**config.mk**
```make
export PLATFORM = sky130hd
export DESIGN_NAME = display_frame_sequencer_flat
export DESIGN_NICKNAME = d
export VERILOG_FILES = /design/src/rtl/display_frame_sequencer_if.sv /design/src/rtl/display_frame_sequencer.sv /design/src/flat_wrapper.sv
export SDC_FILE = /design/constraint.sdc
export NUM_CORES = 1
export LEC_CHECK = 0
export ABC_AREA = 1
export BUFFER_PORTS_ARGS = -buffer_cell sky130_fd_sc_hd__buf_2
export CAP_MARGIN = 20
export CORE_ASPECT_RATIO = 0.7
export CORE_MARGIN = 4
export CORE_UTILIZATION = 35
export DETAILED_ROUTE_END_ITERATION = 10
export GPL_TIMING_DRIVEN = 0
export PLACE_DENSITY = 0.52
export REMOVE_ABC_BUFFERS = 1
export SLEW_MARGIN = 20
export SYNTH_ARGS = -nofsm -noshare
export SYNTH_HDL_FRONTEND = slang
export SYNTH_SLANG_ARGS = --single-unit
```
**constraint.sdc**
```tcl
create_clock -name clk -period 2.6 [get_ports clk]
set_input_delay 0.13 -clock clk [delete_from_list [all_inputs] [get_ports clk]]
set_output_delay 0.13 -clock clk [all_outputs]
set_load 0.03 [all_outputs]
```
**src/rtl/display_frame_sequencer_if.sv**
```systemverilog
// ---------------------------------------------------------------------------
// display_frame_sequencer_if
//   Pixel-source handshake between the image source (file reader) and the
//   frame sequencer. A word moves on every clock edge where pix_valid and
//   pix_ready are both high.
//
//   pix_valid  source -> sequencer   source has a word on pix_data
//   pix_data   source -> sequencer   pixel word (DATA_W bits)
//   pix_ready  sequencer -> source   sequencer accepts pix_data this cycle
//
//   master : the image source
//   slave  : the frame sequencer
// ---------------------------------------------------------------------------
interface display_frame_sequencer_if #(
    parameter int DATA_W = 32
);
    logic              pix_valid;
    logic [DATA_W-1:0] pix_data;
    logic              pix_ready;

    modport master (
        output pix_valid,
        output pix_data,
        input  pix_ready
    );

    modport slave (
        input  pix_valid,
        input  pix_data,
        output pix_ready
    );
endinterface

```
**src/rtl/display_frame_sequencer.sv**
```systemverilog
// ---------------------------------------------------------------------------
// display_frame_sequencer
//   Frame-level controller for the display DataPath. On start it captures a
//   frame geometry, publishes it to the DataPath with a one-cycle cfg_wr, then
//   walks vertical blanking, and per line horizontal blanking followed by the
//   active interval. During active intervals pixel words are pulled from the
//   source handshake and presented on WData qualified by CSDisplay.
//
//   clk, reset                  clock, synchronous active-high reset
//   start                       request one frame (honoured only in IDLE)
//   cfg_hb/vb/aip/ail           requested geometry
//   pix (slave)                 pixel source handshake
//   WData, CSDisplay            pixel word and its qualifier to DataPath
//   HBOut/VBOut/AIPOut/AILOut   geometry in use, valid from cfg_wr onward
//   cfg_wr                      pulse: geometry outputs newly valid
//   busy                        high in every state except IDLE
//   frame_done                  pulse coinciding with the last CSDisplay
//   cfg_err                     pulse: start rejected (zero aip or ail)
//   frame_count                 completed frames, wraps at 255
//
//   state    | meaning
//   ---------+--------------------------------------------------------------
//   S_IDLE   | waiting for start
//   S_LOAD   | geometry outputs valid, cfg_wr high
//   S_VBLANK | vertical blanking, VB cycles once per frame
//   S_HBLANK | horizontal blanking, HB cycles before every line
//   S_ACTIVE | pix_ready high, one word per transfer until AIP words taken
//   S_DONE   | frame_done high for one cycle
// ---------------------------------------------------------------------------
module display_frame_sequencer #(
    parameter int DATA_W = 32,
    parameter int CNT_W  = 10
) (
    input  logic                 clk,
    input  logic                 reset,
    input  logic                 start,
    input  logic [CNT_W-1:0]     cfg_hb,
    input  logic [CNT_W-1:0]     cfg_vb,
    input  logic [CNT_W-1:0]     cfg_aip,
    input  logic [CNT_W-1:0]     cfg_ail,
    display_frame_sequencer_if.slave pix,
    output logic [DATA_W-1:0]    WData,
    output logic                 CSDisplay,
    output logic [CNT_W-1:0]     HBOut,
    output logic [CNT_W-1:0]     VBOut,
    output logic [CNT_W-1:0]     AIPOut,
    output logic [CNT_W-1:0]     AILOut,
    output logic                 cfg_wr,
    output logic                 busy,
    output logic                 frame_done,
    output logic                 cfg_err,
    output logic [7:0]           frame_count
);

    typedef enum logic [2:0] {
        S_IDLE   = 3'd0,
        S_LOAD   = 3'd1,
        S_VBLANK = 3'd2,
        S_HBLANK = 3'd3,
        S_ACTIVE = 3'd4,
        S_DONE   = 3'd5
    } state_t;

    localparam logic [CNT_W-1:0] CNT_ONE  = CNT_W'(1);
    localparam logic [CNT_W-1:0] CNT_ZERO = '0;

    state_t              state_q,       state_d;
    logic [CNT_W-1:0]    blank_cnt_q,   blank_cnt_d;
    logic [CNT_W-1:0]    pix_cnt_q,     pix_cnt_d;
    logic [CNT_W-1:0]    line_cnt_q,    line_cnt_d;
    logic [CNT_W-1:0]    hb_q,          hb_d;
    logic [CNT_W-1:0]    vb_q,          vb_d;
    logic [CNT_W-1:0]    aip_q,         aip_d;
    logic [CNT_W-1:0]    ail_q,         ail_d;
    logic [DATA_W-1:0]   wdata_q,       wdata_d;
    logic                cs_q,          cs_d;
    logic                cfg_wr_q,      cfg_wr_d;
    logic                busy_q,        busy_d;
    logic                frame_done_q,  frame_done_d;
    logic                cfg_err_q,     cfg_err_d;
    logic [7:0]          frame_count_q, frame_count_d;

    logic                xfer;
    state_t              after_vblank;

    // pix_ready is a pure state decode so the source never sees a
    // combinational path from its own pix_valid.
    assign pix.pix_ready = (state_q == S_ACTIVE);
    assign xfer          = pix.pix_valid && (state_q == S_ACTIVE);

    // A zero HB skips horizontal blanking entirely, including before line 0.
    assign after_vblank  = (hb_q != CNT_ZERO) ? S_HBLANK : S_ACTIVE;

    always_comb begin
        state_d       = state_q;
        blank_cnt_d   = blank_cnt_q;
        pix_cnt_d     = pix_cnt_q;
        line_cnt_d    = line_cnt_q;
        hb_d          = hb_q;
        vb_d          = vb_q;
        aip_d         = aip_q;
        ail_d         = ail_q;
        wdata_d       = wdata_q;
        cs_d          = 1'b0;
        cfg_wr_d      = 1'b0;
        frame_done_d  = 1'b0;
        cfg_err_d     = 1'b0;
        frame_count_d = frame_count_q;

        case (state_q)
            S_IDLE: begin
                if (start) begin
                    if ((cfg_aip != CNT_ZERO) && (cfg_ail != CNT_ZERO)) begin
                        // Geometry registers double as the DataPath outputs,
                        // so they become visible together with cfg_wr in LOAD.
                        hb_d     = cfg_hb;
                        vb_d     = cfg_vb;
                        aip_d    = cfg_aip;
                        ail_d    = cfg_ail;
                        cfg_wr_d = 1'b1;
                        state_d  = S_LOAD;
                    end else begin
                        cfg_err_d = 1'b1;
                    end
                end
            end

            S_LOAD: begin
                blank_cnt_d = CNT_ZERO;
                pix_cnt_d   = CNT_ZERO;
                line_cnt_d  = CNT_ZERO;
                state_d     = (vb_q != CNT_ZERO) ? S_VBLANK : after_vblank;
            end

            S_VBLANK: begin
                if (blank_cnt_q == vb_q - CNT_ONE) begin
                    blank_cnt_d = CNT_ZERO;
                    state_d     = after_vblank;
                end else begin
                    blank_cnt_d = blank_cnt_q + CNT_ONE;
                end
            end

            S_HBLANK: begin
                if (blank_cnt_q == hb_q - CNT_ONE) begin
                    blank_cnt_d = CNT_ZERO;
                    state_d     = S_ACTIVE;
                end else begin
                    blank_cnt_d = blank_cnt_q + CNT_ONE;
                end
            end

            S_ACTIVE: begin
                if (xfer) begin
                    wdata_d = pix.pix_data;
                    cs_d    = 1'b1;
                    if (pix_cnt_q == aip_q - CNT_ONE) begin
                        pix_cnt_d = CNT_ZERO;
                        if (line_cnt_q == ail_q - CNT_ONE) begin
                            // frame_done lands in the same cycle as the
                            // final CSDisplay pulse.
                            frame_done_d  = 1'b1;
                            frame_count_d = frame_count_q + 8'd1;
                            state_d       = S_DONE;
                        end else begin
                            line_cnt_d = line_cnt_q + CNT_ONE;
                            state_d    = (hb_q != CNT_ZERO) ? S_HBLANK : S_ACTIVE;
                        end
                    end else begin
                        pix_cnt_d = pix_cnt_q + CNT_ONE;
                    end
                end
            end

            S_DONE: begin
                state_d = S_IDLE;
            end

            default: begin
                state_d = S_IDLE;
            end
        endcase

        busy_d = (state_d != S_IDLE);
    end

    always_ff @(posedge clk) begin
        if (reset) begin
            state_q       <= S_IDLE;
            blank_cnt_q   <= '0;
            pix_cnt_q     <= '0;
            line_cnt_q    <= '0;
            hb_q          <= '0;
            vb_q          <= '0;
            aip_q         <= '0;
            ail_q         <= '0;
            wdata_q       <= '0;
            cs_q          <= 1'b0;
            cfg_wr_q      <= 1'b0;
            busy_q        <= 1'b0;
            frame_done_q  <= 1'b0;
            cfg_err_q     <= 1'b0;
            frame_count_q <= '0;
        end else begin
            state_q       <= state_d;
            blank_cnt_q   <= blank_cnt_d;
            pix_cnt_q     <= pix_cnt_d;
            line_cnt_q    <= line_cnt_d;
            hb_q          <= hb_d;
            vb_q          <= vb_d;
            aip_q         <= aip_d;
            ail_q         <= ail_d;
            wdata_q       <= wdata_d;
            cs_q          <= cs_d;
            cfg_wr_q      <= cfg_wr_d;
            busy_q        <= busy_d;
            frame_done_q  <= frame_done_d;
            cfg_err_q     <= cfg_err_d;
            frame_count_q <= frame_count_d;
        end
    end

    assign WData       = wdata_q;
    assign CSDisplay   = cs_q;
    assign HBOut       = hb_q;
    assign VBOut       = vb_q;
    assign AIPOut      = aip_q;
    assign AILOut      = ail_q;
    assign cfg_wr      = cfg_wr_q;
    assign busy        = busy_q;
    assign frame_done  = frame_done_q;
    assign cfg_err     = cfg_err_q;
    assign frame_count = frame_count_q;

endmodule

```
**src/flat_wrapper.sv**
```systemverilog
// flat-port wrapper written by rule: the top's interface ports become plain ports
module display_frame_sequencer_flat 
#(
    parameter int DATA_W = 32,
    parameter int CNT_W  = 10
)
  (clk, reset, start, cfg_hb, cfg_vb, cfg_aip, cfg_ail, WData, CSDisplay, HBOut, VBOut, AIPOut, AILOut, cfg_wr, busy, frame_done, cfg_err, frame_count, pix_pix_valid, pix_pix_data, pix_pix_ready);
  display_frame_sequencer_if #(.DATA_W(DATA_W)) pix_i ();
  input  logic clk;
  input  logic reset;
  input  logic start;
  input  logic [CNT_W-1:0] cfg_hb;
  input  logic [CNT_W-1:0] cfg_vb;
  input  logic [CNT_W-1:0] cfg_aip;
  input  logic [CNT_W-1:0] cfg_ail;
  output logic [DATA_W-1:0] WData;
  output logic CSDisplay;
  output logic [CNT_W-1:0] HBOut;
  output logic [CNT_W-1:0] VBOut;
  output logic [CNT_W-1:0] AIPOut;
  output logic [CNT_W-1:0] AILOut;
  output logic cfg_wr;
  output logic busy;
  output logic frame_done;
  output logic cfg_err;
  output logic [7:0] frame_count;
  input wire logic [$bits(pix_i.pix_valid)-1:0] pix_pix_valid;
  input wire logic [$bits(pix_i.pix_data)-1:0] pix_pix_data;
  output wire logic [$bits(pix_i.pix_ready)-1:0] pix_pix_ready;
  assign pix_i.pix_valid = pix_pix_valid;
  assign pix_i.pix_data = pix_pix_data;
  assign pix_pix_ready = pix_i.pix_ready;
  display_frame_sequencer #(.DATA_W(DATA_W), .CNT_W(CNT_W)) u_core (.clk(clk), .reset(reset), .start(start), .cfg_hb(cfg_hb), .cfg_vb(cfg_vb), .cfg_aip(cfg_aip), .cfg_ail(cfg_ail), .pix(pix_i), .WData(WData), .CSDisplay(CSDisplay), .HBOut(HBOut), .VBOut(VBOut), .AIPOut(AIPOut), .AILOut(AILOut), .cfg_wr(cfg_wr), .busy(busy), .frame_done(frame_done), .cfg_err(cfg_err), .frame_count(frame_count));
endmodule
```
Word-level counts from Yosys, hierarchy flattened
Index checks and enable logic that the tools add are counted.
Widths: inputs -> output; s select.

operators by class
  add/subtract/negate cells = 8
  $mul = 0
  divide/modulo/power cells = 0
  magnitude comparators = 0
  equal/unequal tests = 11
  shift-type cells = 0
  mux-type cells = 24
  bitwise logic cells = 5
  reductions and logical operators = 18

operators by type and width
  cell                   number
  $mux 10                7
  $eq 10x10->1           4
  $pmux 10 s2            2
  $reduce_bool 10->1     4
  $sub 10x1->10 const B  4
  $add 10x1->10 const B  3
  $pmux 10 s3            1
  $mux 3                 9
  $pmux 3 s5             1
  $add 8x1->8 const B    1
  $reduce_and 4->1       2
  $eq 3x2->1 const B     2
  $reduce_bool 3->1      2
  $not 1->1              5
  $mux 1                 4
  $ne 2x1->1 const B     2
  $reduce_and 2->1       2
  $reduce_or 4->1        1
  $eq 3x1->1 const B     1
  $eq 3x3->1 const B     1
  $logic_not 3->1        1
  $reduce_and 3->1       1
  $reduce_or 3->1        1
  $logic_and 1x1->1      2
  other kinds (3)        3

word-level totals
  flip-flop bits (word level) = 118
  latch bits = 0
  memory bits (writable) = 0
  memory bits (read-only) = 0
  input bits = 76
  output and inout bits = 86
  logic and storage cells = 81
  memories = 0

Depth between registers and ports, before layout
Gate-level depths: netlist of run 1.

  depth after elaboration = 7
  mapped depth = 18
  depth with buffers taken out = 18

Worst setup path before layout of run 1
OpenSTA, ideal clock, no wires.

  path type = flip-flop to flip-flop
  start point = register u_core.vb_q[0], in the netlist u_core.VBOut[0]
  end point = register u_core.blank_cnt_q[2]
  library setup time = 110 ps
  data arrival time = 2213 ps
  data required time = 2490 ps
  slack = 278 ps
  stages on the path, launching flop included = 19
  path buffers = 0
  period minus slack after synthesis = 2322 ps
  path through = dfxtp_1 -> clkinv_1 -> ha_1 -> inv_1 -> nand2_1 -> nand3_1 -> nand2_1 -> nor2_1 -> nand2_1 -> nor2_1 -> nand3_1 -> nor2_1 -> nand2_1 -> nand2_1 -> nand2_1 -> inv_1 -> o22ai_1 -> nand2_1 -> inv_1

between the ends
  word-level cells in the longest chain between the ends = 4

RTL lines
  what                    RTL line                        RTL
  start, declared         display_frame_sequencer.sv:72   logic [CNT_W-1:0] vb_q, vb_d;
  start signal, assigned  display_frame_sequencer.sv:210  vb_q <= vb_d;
  $sub 10x1->10           display_frame_sequencer.sv:136  if (blank_cnt_q == vb_q - CNT_ONE) begin
  $eq 10x10->1            display_frame_sequencer.sv:136
  $mux 10                 display_frame_sequencer.sv:136
  $pmux 10 s3             display_frame_sequencer.sv:110  case (state_q)
  end signal, assigned    display_frame_sequencer.sv:206  blank_cnt_q <= blank_cnt_d;
  end, declared           display_frame_sequencer.sv:68   logic [CNT_W-1:0] blank_cnt_q, blank_cnt_d;

No other way between the ends.
A chain may end at the register's enable or synchronous reset.

Final worst setup path of run 1
  start point = register u_core.aip_q[0], in the netlist u_core.AIPOut[0]
  end point = register u_core.frame_count_q[7], in the netlist u_core.frame_count[7]

between the ends
  word-level cells in the longest chain between the ends = 3

RTL lines
  what                               RTL line                        RTL
  start, declared                    display_frame_sequencer.sv:73   logic [CNT_W-1:0] aip_q, aip_d;
  start signal, assigned             display_frame_sequencer.sv:211  aip_q <= aip_d;
  $sub 10x1->10                      display_frame_sequencer.sv:157  if (pix_cnt_q == aip_q - CNT_ONE) begin
  $eq 10x10->1                       display_frame_sequencer.sv:157
  $reduce_and 4->1 (no source line)  --
  end signal, assigned               display_frame_sequencer.sv:219  frame_count_q <= frame_count_d;
  end, declared                      display_frame_sequencer.sv:81   logic [7:0] frame_count_q, frame_count_d;

No other way between the ends.

==> metrics.cfg, run 1 <==
[run_status]
status = finished, final reports clean

[worst_setup_path]
reg2reg_depth = 18
critical_path.max_fanout = 6
r2r_end = u_core.frame_count[7]
ff2ff_setup_slack_ps = 210
arrival_ps = 2700
start_kind = flop
end_kind = flop
critical_path_class = reg2reg
crit_required_ps = 2910
reg2reg_from = u_core.AIPOut[0]

[power_and_ir_drop]
peakVddDrop_mv = 0.400
switchingPower_w = 0.00196
power_density_mw_per_mm2 = 660
switching_share_pct = 33.9
sequentialPowerShare_pct = 34.8
leakage_nw = 3.99
p_clk_share_pct = 40.1
p_int_w = 0.00382
p_comb_share_pct = 25.0

[yosys]
ys_ff_latch = 118
synth_largest_area_cell = dfxtp_1
synth_flop_cell = dfxtp_1
synth_top_cell_area_share_pct = 36.0
synth.distinct_cells = 38
async_flop_share_pct = 0
ys_seq_area_share_pct = 36.0
synth_edf_count = 0
synthCells = 994
syn_area_mm2 = 0.00656
synth_warnings = 0
synth_area_leaders = dfxtp_1, nand2_1, a21oi_1
avgSynthCellArea_um2 = 6.59

[routing]
via_per_inst = 4.82
ant_nets = 0
wl_per_cell_um = 14.7
drt-initial-drc-count = 470
vias = 6984
wl_mm = 21.2
first_pass_iters = 5
drcViolationCount = 0

[global_route]
gr-usage-all-layers_pct = 20.4
antenna_found_initial = 0
grt_max_degree = 65
grt_overflow = 0
first_global_vias = 6447
grt_pass1_wl_mm = 33.9

[flow_run]
max_cap_violations = 0

[cts]
cts_buffer_depth = 2
clock_sinks = 118
clockRootBuffer = clkbuf_16
clk_pin_slew_worst_paths_ps = 60
htree_num_levels = 4
insertion_delay_ps = 420
cts_buffers = 17
cts_tree = built

[layout]
final_cell_count_no_fill = 1448
fillers = 1895
syn_to_final_growth_pct = 33.6
final_nets = 1283
multi_input_area_mm2 = 0.00370
final_cell_mix = nand2_1, buf_2, dfxtp_1
antenna_cells = 0
regArea_mm2 = 0.00236
stdcell_area_mm2 = 0.00876
layout_commonest_cell = nand2_1
layout-drive-gt1-share_pct = 20.1
final_core_util_pct = 48.1

[placement]
finalWeightedCongestion = 0.846
placed_cell_area_mm2 = 0.00760
numPlacedInstances = 1363
portBuffers = 161
dp_hpwl_mm = 15.7
post-place-ws_ps = -1260

[sta]
worst_slack_ps = 208
max_freq_mhz = 418
relSlewSlack_pct = 52.3
setup_viol = 0
worst_pin_slew_ps = 712
fin_skew_ps = 6.26
rsz0062_at_grt = no
fin_crit_ps = 2390
final-hold-violation-count = 0
period_share_pct = 92.0
slew_viol_final = 0

[floorplanning]
start_util_pct = 36.0
die_w_um = 172
die-area_mm2 = 0.0210
row_count = 41
core_mm2 = 0.0182
num_io_pins = 162
die_y_um = 123

[hold_path]
hp-start = start
hold_class = in2reg
holdPathStages = 3
hold-path-endpoint = u_core.cfg_err

## how the worst max path moves through the flow
stage | slack (ps) | to | start | cells past startpoint
floorplan | -940 | u_core.frame_count[5] | u_core.state_q[0] | 10
global placement | -2320 | u_core.frame_count[5] | u_core.state_q[0] | 10
detailed placement | -1260 | u_core.frame_count[5] | u_core.state_q[0] | 10
CTS | 20 | u_core.busy | cfg_ail[6] | 11
global route | 10 | u_core.frame_count[7] | u_core.AIPOut[0] | 18
finish | 210 | u_core.frame_count[7] | u_core.AIPOut[0] | 18
## metal layers
layer	vias up	track usage, %	routed length (um)
met5	-	0	0
met4	0	5.34	214
met3	16	3.96	1120
met2	151	28.9	8560
met1	3160	31.3	11300
li1	3657	-	-
## logic make-up (layout without fill, tap and decap cells)
group                      after synthesis  count (layout)  synth area share [%]
AOI/OAI and AO/OA                      165             165                  13.1
xor gates and xnor gates                42              42                  6.05
adders and majority gates                8               8                  1.53
buffers and inverters                  142             360                  8.32
DFF                                    118             118                  36.0
and+or+nand+nor                        519             519                  34.9
## state kept, by name (all words and copies together) (netlist names), 3 cells and up
register	count
u_core.frame_count	8
u_core.blank_cnt_q	10
u_core.AIPOut	10
u_core.state_q	3
u_core.VBOut	10
u_core.pix_cnt_q	10
u_core.line_cnt_q	10
u_core.WData	32
u_core.AILOut	10
u_core.HBOut	10
## critical path, stage by stage, from the launching register on
cell     delay (ps)
dfxtp_1         380
inv_2            90
ha_2            220
inv_1            60
nand2_1          70
nand2_1          80
nand2_1          50
nand2_1         130
nand2_1          70
nor2_1          100
nand2_1          60
nor3_1          220
nand2_1         120
nor2_1          210
nand2_1         110
nor2_1          140
nand2_1          60
nand2_1          50
nor2_1           50
## power by group through the flow
stage | clock [W] | sequential (W) | combinational, W
after floorplan | 0 | 0.00218 | 0.000820
after global placement | 0 | 0.00205 | 0.00134
after detailed placement | 0 | 0.00205 | 0.00137
after CTS | 0.00237 | 0.00201 | 0.00143
after global routing | 0.00245 | 0.00203 | 0.00162
final | 0.00232 | 0.00201 | 0.00145
## timing repair
action,4_1_cts,5_1_grt
setup buffers,1,2
hold buffers,50,0
gates resized for setup,5,8
hold endpoints to repair,50,0
setup endpoints to repair,64,15
pin swaps,1,1
## Yosys cell counts (all sizes together) (3+ instances only)
master	number
nand3b	9
clkinv	3
nand2	283
nand4	23
a21oi	93
nand3	85
nor4	7
clkbuf	28
o21ai	55
nor3	11
inv	109
xnor2	13
ha	8
dfxtp	118
o22ai	8
xor2	27
nor2	95
## final cells by class
type	count	share of cell area, %
inverters	112	4.90
clock inverters	11	1.13
flip-flops and latches	118	27.0
clock buffers	21	5.49
repair buffers	216	15.8
multi-input cells	734	42.3
well taps	236	3.37
## metrics by stage
stage                     power, W  hold slack, ps  TNS (ps)
after detailed placement   0.00341             386    -28950
after global placement     0.00339             386   -154290
after floorplan            0.00300             199    -27240
final                      0.00578            5.40         0
after CTS                  0.00581           0.496         0
after global routing       0.00610            22.6         0
Power figures use the tool's default switching activity.
==> run 2: changes to the inputs <==
==> constraint.sdc (replaced) <==
create_clock -name clk -period 2.6 [get_ports clk]
set_input_delay 0.52 -clock clk [delete_from_list [all_inputs] [get_ports clk]]
set_output_delay 0.52 -clock clk [all_outputs]
set_load 0.03 [all_outputs]
==> run 2 against run 1 <==
  * Sequential power is essentially flat
  * Die area is the same
  * First-iteration DRC count shrank 8.9%
==> metrics.cfg, run 2 (synthesis results as in run 1) <==
[layout]
antenna_cells = 0  ; unchanged
fillers = 1944  ; +2.6%
regArea_mm2 = 0.00236  ; unchanged
layout_commonest_cell = nand2_1
syn_to_final_growth_pct = 26.2
layout-drive-gt1-share_pct = 21.1  ; +0.93 points
final_core_util_pct = 45.4  ; -2.7 points
stdcell_area_mm2 = 0.00827  ; -5.6%
largest_reg_flops = 32  ; unchanged
final_cell_mix = nand2_1, buf_2, dfxtp_1
final_nets = 1234  ; -3.8%
multi_input_area_mm2 = 0.00370  ; -0.10%

[sta]
period_share_pct = 92.8  ; +0.76 points
setup_viol = 0  ; unchanged
relSlewSlack_pct = 50.7  ; -1.6 points
fin_skew_ps = 6.26  ; +0.00358 ps
final-hold-violation-count = 0  ; unchanged
hold_ws_ps = 347  ; +341 ps
worst_pin_slew_ps = 733  ; +20.3 ps
max_freq_mhz = 415  ; -0.82%
slew_viol_final = 0  ; unchanged
rsz0062_at_grt = no
fin_crit_ps = 2410  ; +19.9 ps

[global_route]
gr-usage-all-layers_pct = 20.0  ; -0.45 points
grt_overflow = 0  ; unchanged
grt_max_degree = 65  ; unchanged
antenna_found_initial = 0  ; unchanged
first_global_vias = 6233  ; -3.3%
grt_pass1_wl_mm = 33.1  ; -2.5%

[power_and_ir_drop]
p_comb_share_pct = 24.3  ; -0.7 points
switchingPower_w = 0.00195  ; -0.26%
leakage_nw = 3.79  ; -5.0%
power_density_mw_per_mm2 = 692  ; +4.9%
p_int_w = 0.00377  ; -1.2%
sequentialPowerShare_pct = 35.2  ; +0.4 points
switching_share_pct = 34.1  ; +0.21 points
p_clk_share_pct = 40.6  ; +0.5 points
peakVddDrop_mv = 0.399  ; -0.27%

[worst_setup_path]
critical_path_class = in2reg
critical_path.max_fanout = 64  ; +58
arrival_ps = 2700  ; about the same
start_kind = input port
crit_required_ps = 2890  ; -20 ps
end_kind = flop

[hold_path]
hold_class = in2reg

[floorplanning]
core_mm2 = 0.0182  ; unchanged
row_count = 41  ; unchanged
die_y_um = 123  ; unchanged
die-area_mm2 = 0.0210  ; unchanged
die_w_um = 172  ; unchanged
start_util_pct = 36.0  ; unchanged
num_io_pins = 162  ; unchanged

[cts]
cts_tree = built
cts_hold_buf = 0  ; -100%
cts_buffer_depth = 2  ; unchanged
clk_pin_slew_worst_paths_ps = 60  ; about the same
clock_sinks = 118  ; unchanged
cts_buffers = 17  ; unchanged
htree_num_levels = 4  ; unchanged
insertion_delay_ps = 420  ; about the same
clockRootBuffer = clkbuf_16

[flow_run]
max_cap_violations = 0  ; unchanged

[placement]
finalWeightedCongestion = 0.846  ; unchanged
portBuffers = 161  ; unchanged
placed_cell_area_mm2 = 0.00760  ; unchanged
dp_hpwl_mm = 15.7  ; unchanged

[routing]
drt-met1-wl_mm = 11.3  ; about the same
met2_length_mm = 8.33  ; -2.7%
ant_nets = 0  ; unchanged
drt-initial-drc-count = 428  ; -8.9%
wl_mm = 20.9  ; -1.6%
vias = 6812  ; -2.5%
wl_per_cell_um = 14.9  ; +1.9%
drcViolationCount = 0  ; unchanged
first_pass_iters = 4  ; -1
via_per_inst = 4.87  ; +0.95%
met3_length_mm = 1.01  ; -10%
highest_layer = met4

[run_status]
status = finished, final reports clean

## run 2: changes by cell type in the layout (fill, tap and decap cells not counted)
cell and delta:
dlygate4sd3_1 -50, nor4_2 -1, buf_4 -1, nor2_2 +1
buf_12 +1, buf_2 +1, nor2_1 -1, nor4_1 +1
## run 2: path summary, 6_finish.rpt
| kind | startpoint | cells after the start | end | slack, ps |
|---|---|---|---|---|
| setup / recovery | cfg_ail[5] | 10 | u_core.busy | 190 |
| setup reg to reg | u_core.AIPOut[0] | 18 | u_core.frame_count[7] | 250 |
| hold / removal | pix_pix_data[16] | 3 | u_core.WData[16] | 350 |
| hold reg to reg | u_core.WData[26] | 2 | u_core.WData[26] | 460 |
## run 2: routing by layer
| metal | vias to the layer above | track usage, % |
|---|---|---|
| li1 | 3559 | - |
| met1 | 3094 | 31.0 |
| met2 | 143 | 27.7 |
| met3 | 16 | 3.96 |
| met4 | 0 | 5.34 |
| met5 | - | 0 |
## run 2: area by class of cell
class / count / area share [%]
clock buffers: 21 / 5.81
clock inverters: 11 / 1.20
inverters: 112 / 5.19
multi-input cells: 734 / 44.8
flip-flops and latches: 118 / 28.6
well taps: 236 / 3.57
repair buffers: 167 / 10.9
## run 2: power by group through the flow
stage / clock (W) / sequential [W] / combinational [W]
floorplan: 0 / 0.00218 / 0.000820
global placement: 0 / 0.00205 / 0.00134
detailed placement: 0 / 0.00205 / 0.00137
CTS: 0.00237 / 0.00201 / 0.00137
global route: 0.00245 / 0.00203 / 0.00156
finish: 0.00232 / 0.00201 / 0.00139
## run 2: timing repair
| action | 4_1_cts | 5_1_grt |
|---|---|---|
| pin swaps | 1 | 1 |
| buffers inserted | 1 | 2 |
| endpoints found under the setup margin | 64 | 14 |
| resized for setup | 5 | 8 |
| endpoints found under the hold margin | 0 | 0 |
## run 2: worst max-delay path, cell delays in order
cell and delay, ps:
buf_2 110, nor4_1 650, nand3_1 320, nand3_4 290, buf_16 270, o31ai_1 110, a21oi_1 150, nand3_1 90
nand2_1 80, nand3_1 90
## run 2: per-stage QoR
step	cells	total power [W]	worst slack [ps]	TNS [ps]
detailed placement	1363	0.00341	-1260	-29120
floorplan	964	0.00300	-945	-30260
global placement	1361	0.00339	-2320	-166340
global route	1399	0.00604	23.8	0
finish	1399	0.00573	188	0
CTS	1396	0.00576	114	0
